===== src/rtl/fir_pkg.sv =====
// Shared constants and state encoding for the time-multiplexed 16-tap FIR.
//   TAPS : number of taps (fixed at 16)
//   DW   : sample/coefficient width, signed
//   PW   : multiplier product width
//   ACCW : accumulator width (product plus log2(TAPS) guard bits)
//   TAPW : tap pointer width
package fir_pkg;

  localparam int unsigned TAPS = 16;
  localparam int unsigned DW   = 16;
  localparam int unsigned PW   = 32;
  localparam int unsigned ACCW = 36;
  localparam int unsigned TAPW = 4;

  typedef enum logic [1:0] {
    StIdle,
    StMac,
    StOut
  } state_e;

endpackage


===== src/rtl/booth_multiplier_16x16.sv =====
// Combinational signed 16x16 radix-4 Booth multiplier.
// Ports:
//   a_i : signed multiplicand
//   b_i : signed multiplier (Booth-recoded)
//   p_o : signed 32-bit product
module booth_multiplier_16x16 (
  input  logic signed [15:0] a_i,
  input  logic signed [15:0] b_i,
  output logic signed [31:0] p_o
);

  logic [16:0] b_ext;
  logic [31:0] a_ext;
  logic [31:0] pp;
  logic [31:0] sum;

  always_comb begin
    a_ext = {{16{a_i[15]}}, a_i};
    b_ext = {b_i, 1'b0};
    pp    = '0;
    sum   = '0;
    // Eight radix-4 digits in {-2,-1,0,+1,+2}; the sum is exact modulo 2^32,
    // which covers the full signed 16x16 range.
    for (int i = 0; i < 8; i++) begin
      case (b_ext[2*i +: 3])
        3'b001, 3'b010: pp = a_ext;
        3'b011:         pp = a_ext << 1;
        3'b100:         pp = -(a_ext << 1);
        3'b101, 3'b110: pp = -a_ext;
        default:        pp = '0;
      endcase
      sum = sum + (pp << (2 * i));
    end
    p_o = sum;
  end

endmodule


===== src/rtl/fir_mac_scheduler.sv =====
// Time-multiplexed MAC controller for a 16-tap FIR. Accepts one sample, then
// walks a single shared multiplier over the 16 delay-line/coefficient pairs
// and presents the accumulated output with a valid/ready handshake.
// Ports:
//   clk, rst              : clock, asynchronous active-high reset
//   in_valid/in_ready     : sample handshake, in_sample is the signed input
//   coef_wr_en/addr/data  : coefficient write port, honoured when coef_wr_ready
//   out_valid/out_ready   : output handshake, out_data is the signed result
//   busy                  : high whenever a sample is being processed/held
module fir_mac_scheduler
  import fir_pkg::*;
(
  input  logic                   clk,
  input  logic                   rst,
  input  logic                   in_valid,
  output logic                   in_ready,
  input  logic signed [DW-1:0]   in_sample,
  input  logic                   coef_wr_en,
  input  logic [TAPW-1:0]        coef_wr_addr,
  input  logic signed [DW-1:0]   coef_wr_data,
  output logic                   coef_wr_ready,
  output logic                   out_valid,
  input  logic                   out_ready,
  output logic signed [ACCW-1:0] out_data,
  output logic                   busy
);

  state_e state_q, state_d;

  logic signed [DW-1:0]   dly_q  [TAPS];
  logic signed [DW-1:0]   coef_q [TAPS];
  logic [TAPW-1:0]        wr_ptr_q, wr_ptr_d;
  logic [TAPW-1:0]        newest_q, newest_d;
  logic [TAPW-1:0]        k_q, k_d;
  logic signed [ACCW-1:0] acc_q, acc_d;
  logic signed [ACCW-1:0] out_data_q, out_data_d;
  logic                   out_valid_q, out_valid_d;

  logic                   idle;
  logic                   sample_we;
  logic                   coef_we;
  logic [TAPW-1:0]        rd_idx;
  logic signed [PW-1:0]   prod;
  logic signed [ACCW-1:0] prod_ext;
  logic signed [ACCW-1:0] acc_sum;

  assign idle      = (state_q == StIdle);
  assign sample_we = idle & in_valid;
  assign coef_we   = idle & coef_wr_en;

  // x[n-k] lives k slots behind the newest sample; 4-bit wrap gives mod 16.
  assign rd_idx = newest_q - k_q;

  booth_multiplier_16x16 u_mult (
    .a_i (dly_q[rd_idx]),
    .b_i (coef_q[k_q]),
    .p_o (prod)
  );

  assign prod_ext = {{(ACCW - PW){prod[PW-1]}}, prod};
  assign acc_sum  = acc_q + prod_ext;

  always_comb begin
    state_d     = state_q;
    wr_ptr_d    = wr_ptr_q;
    newest_d    = newest_q;
    k_d         = k_q;
    acc_d       = acc_q;
    out_data_d  = out_data_q;
    out_valid_d = out_valid_q;
    unique case (state_q)
      StIdle: begin
        if (in_valid) begin
          newest_d = wr_ptr_q;
          wr_ptr_d = wr_ptr_q + 1'b1;
          acc_d    = '0;
          k_d      = '0;
          state_d  = StMac;
        end
      end
      StMac: begin
        acc_d = acc_sum;
        k_d   = k_q + 1'b1;
        if (k_q == TAPW'(TAPS - 1)) begin
          out_data_d  = acc_sum;
          out_valid_d = 1'b1;
          state_d     = StOut;
        end
      end
      StOut: begin
        if (out_ready) begin
          out_valid_d = 1'b0;
          state_d     = StIdle;
        end
      end
      default: state_d = StIdle;
    endcase
  end

  always_ff @(posedge clk or posedge rst) begin
    if (rst) begin
      state_q     <= StIdle;
      wr_ptr_q    <= '0;
      newest_q    <= '0;
      k_q         <= '0;
      acc_q       <= '0;
      out_data_q  <= '0;
      out_valid_q <= 1'b0;
    end else begin
      state_q     <= state_d;
      wr_ptr_q    <= wr_ptr_d;
      newest_q    <= newest_d;
      k_q         <= k_d;
      acc_q       <= acc_d;
      out_data_q  <= out_data_d;
      out_valid_q <= out_valid_d;
    end
  end

  always_ff @(posedge clk or posedge rst) begin
    if (rst) begin
      for (int i = 0; i < TAPS; i++) begin
        dly_q[i]  <= '0;
        coef_q[i] <= '0;
      end
    end else begin
      if (sample_we) dly_q[wr_ptr_q] <= in_sample;
      if (coef_we)   coef_q[coef_wr_addr] <= coef_wr_data;
    end
  end

  assign in_ready      = idle;
  assign coef_wr_ready = idle;
  assign busy          = ~idle;
  assign out_valid     = out_valid_q;
  assign out_data      = out_data_q;

endmodule

===== config.mk =====
export PLATFORM = sky130hd
export DESIGN_NAME = fir_mac_scheduler
export DESIGN_NICKNAME = d
export VERILOG_FILES = /design/src/rtl/fir_pkg.sv /design/src/rtl/booth_multiplier_16x16.sv /design/src/rtl/fir_mac_scheduler.sv
export SDC_FILE = /design/constraint.sdc
export NUM_CORES = 2
export LEC_CHECK = 0
export BUFFER_PORTS_ARGS = -buffer_cell sky130_fd_sc_hd__buf_2
export CELL_PAD_IN_SITES_DETAIL_PLACEMENT = 1
export CELL_PAD_IN_SITES_GLOBAL_PLACEMENT = 2
export CORE_UTILIZATION = 47
export CTS_CLUSTER_SIZE = 20
export DETAILED_ROUTE_END_ITERATION = 8
export GPL_ROUTABILITY_DRIVEN = 0
export HOLD_SLACK_MARGIN = 0.03
export PLACE_DENSITY_LB_ADDON = 0.1
export SLEW_MARGIN = 30
export SYNTH_ARGS = -nofsm -noshare
export SYNTH_HDL_FRONTEND = slang
export SYNTH_SLANG_ARGS = --single-unit

===== constraint.sdc =====
create_clock -name clk -period 29.8 [get_ports clk]
set_input_delay 4.47 -clock clk [delete_from_list [all_inputs] [get_ports clk]]
set_output_delay 4.47 -clock clk [all_outputs]
set_load 0.01 [all_outputs]

==> metrics.txt <==
most frequent standard cell in the layout excluding fill and tap cells sky130_fd_sc_hd__dfrtp_1; Final Hold Viols 0; average cell area after synthesis between 10 and 15 µm²; FFs w/ async S/R, synth 100%; Setup Buffers After CTS 0; portion of the post-synthesis area used by sequential elements 39.0%; CTS buffer count 69; count of hold buffers inserted by post-cts repair 0; maximum number of pins on one net before global-route repair 190; total of endpoints with negative setup slack in the final report 0; register bit total from synthesis roughly 600; fill cell count about 8,400; maximum frequency from static timing analysis 70.3 MHz; worst hold path type reg2reg; wire length per cell 29.5 µm; reported max-cap violation count 0; reg-to-reg critical path startpoint k_q[0]; cell at the root of the clock tree sky130_fd_sc_hd__clkbuf_16; total number of H-tree levels 3; Post-Route Skew between 0.05 and 0.06 ns; number of port buffers 80; post-route clock period utilization between 40% and 50%; final period demand of the worst path 14.22 ns; Synth Area in Compound Gates a little under an eighth; Ys Warns 0; Worst path slowest cell sky130_fd_sc_hd__dfrtp_4; IO Pins just over 80; met1 wire length around 55,000 µm; peak per-stage delay on the critical path between 0.9 and 1 ns; Max Fanout on Critical Path 42; met2 WL post-DR ~64,000 µm; height of the die 288 µm; highest layer used for signal routing met5; CTS tree yes; Post-synth EDFFs 0; footprint of the multi-input gates 21,800 µm²; cts repair resizes 0; combinational family with the most area after synthesis multiplexers; post-synthesis net count 3,695; synthesized netlist cell count about 3,400; layout net count ~3,700; share of the synthesized netlist area taken by xor and xnor gates 2.49%; antenna violations before repair 6; placement row count 104; adder-cell share of the synthesized area between 10% and 20%; ANT nets after route 0; outcome finished, violations left; source of the critical timing path k_q[0]; 1st-iter DRT viols 2,625; total met3 wirelength after detailed routing 9510 µm; post-CTS clock slew at the launch and capture registers of the worst setup and hold paths 0.06 ns; multiplexer share of the synthesized area roughly 25%; critical path data required time between 30 and 40 ns; count of vias placed by the detailed router a little under 30,000; Via-to-Cell Ratio 6.46; first-pass iteration count of the detailed router 8; Yosys top cell area share between 30% and 40%; clock net sink count 599; placed wire-length estimate after detailed placement 90,200 µm; initial core utilization around 48%; library cells used by synthesis 84; first-pass GRT wire length between 200,000 and 250,000 µm; Setup crit end kind register; Data arrival, critical path approximately 15 ns; clock latency of the later-clocked register in the worst-skew pair approximately 0.63 ns; width of the chip 288 µm; basic-gate share of the synthesized area counting and, or, nand and nor cells under 10%; ys flop type sky130_fd_sc_hd__dfrtp_1; Buffers & Inverters on Critical Path 6; commonest cells after routing, fill and taps aside sky130_fd_sc_hd__dfrtp_1, sky130_fd_sc_hd__mux2_2, sky130_fd_sc_hd__nand2_1; startpoint type of the worst setup path register; type of the worst setup path reg2reg; placeable core region between 80,000 and 90,000 µm²; Total Die Area approximately 83,000 µm²; final number of max-transition violations 0; cell family contributing the most delay on the critical path adder cells; Area contributors post-synth sky130_fd_sc_hd__dfrtp_1, sky130_fd_sc_hd__mux2_2, sky130_fd_sc_hd__mux4_2; Max Root-Sink Buffers 3; post-synth top area cell sky130_fd_sc_hd__dfrtp_1; vias in the first global route between 30,000 and 40,000; total length of routed wires about 130,000 µm; failing checks DRC; worst hold start out_data[13]; relative area change from synthesis to final layout 10.3%; Relative slew margins between 20% and 30%; GRT Residual Overflow 0; drc violations 8; share of post-route cells with drive strength above 1 29.4%; crit-path most repeated cell sky130_fd_sc_hd__fa_1; sequential cell area between 10,000 and 15,000 µm²; GRT Overall Usage about a third; Post-Syn Area slightly below 40,000 µm²; actual transition at the worst max-transition pin about 1.2 ns; sum of negative setup slack 0 ns; setup repair after global routing missed its margin no
-- cells by family (layout without fill, tap and decap cells) --
kind of cell | count (synthesis) | in the layout
AOI/OAI and AO/OA | 713 | 713
xor gates and xnor gates | 106 | 106
adders and majority gates | 229 | 229
buffers and inverters | 446 | 509
DFF | 599 | 599
muxes | 704 | 704
other | 0 | 2
and+or+nand+nor | 628 | 628
-- flip-flops by register name, summed over array words and instances (netlist names) --
name / count
acc_q: 36
out_valid: 1
k_q: 4
newest_q: 4
dly_q: 256
coef_q: 256
wr_ptr_q: 4
out_data: 36
state_q: 2
-- metal layers --
layer,vias up,GRT usage [%]
met5,-,0
met4,8,13.2
met2,1136,53.5
li1,12400,-
met3,379,6.71
met1,15500,42.9
-- tightest hold or removal path: cells and delay by family (launching register included) --
kind,cells,cell delay [ns]
AO/OA/AOI/OAI,1,0.06
flip-flops,1,0.34
AND/OR/NAND/NOR,1,0.04
-- area by class of cell --
type	count	share of cell area, %
repair buffers	183	2.91
well taps	1060	3.13
inverters	204	1.84
clock buffers	92	4.63
clock inverters	30	0.755
flip-flops and latches	599	35.4
diodes	2	0.0118
multi-input cells	2380	51.4
-- stage by stage --
step / hold WS [ns] / cell area [µm²] / utilization [%] / std cells / worst slack, ns
after floorplan: 0.453 / 38400 / - / 3425 / 8.56
after global placement: 0.458 / 40000 / 49.6 / 4422 / 16.11
after detailed placement: 0.465 / 40000 / 49.6 / 4423 / 15.62
after CTS: 0.478 / 42300 / 52.5 / 4545 / 15.63
after global routing: 0.514 / 42400 / 52.6 / 4549 / 14.88
final: 0.475 / 42400 / 52.6 / 4550 / 15.58
-- cell usage after synthesis, types with 36 or more instances --
master                     count
sky130_fd_sc_hd__nand3_1      69
sky130_fd_sc_hd__o21ai_0     188
sky130_fd_sc_hd__nand2_1     249
sky130_fd_sc_hd__mux2_2      527
sky130_fd_sc_hd__fa_1        133
sky130_fd_sc_hd__ha_1         96
sky130_fd_sc_hd__clkbuf_1    177
sky130_fd_sc_hd__nor3_1       47
sky130_fd_sc_hd__a21oi_1     184
sky130_fd_sc_hd__nor2_1      182
sky130_fd_sc_hd__xnor2_1      79
sky130_fd_sc_hd__mux4_2      140
sky130_fd_sc_hd__dfrtp_1     599
sky130_fd_sc_hd__o22ai_1      53
sky130_fd_sc_hd__inv_1       198
sky130_fd_sc_hd__a21o_1       36
-- worst paths after layout --
| kind | to | slack [ns] | cells after the start |
|---|---|---|---|
| setup / recovery | acc_q[35] | 15.58 | 46 |
| hold / removal | out_data[13] | 0.47 | 2 |
| setup reg to reg | acc_q[35] | 15.58 | 46 |
| hold reg to reg | out_data[13] | 0.47 | 2 |
| max in group asynchronous | coef_q[210] | 23.47 | 5 |
| min in group asynchronous | dly_q[86] | 3.96 | 2 |
Power is not shown: default switching activity piles up to over one toggle a cycle in this logic, so the estimate is an artifact.
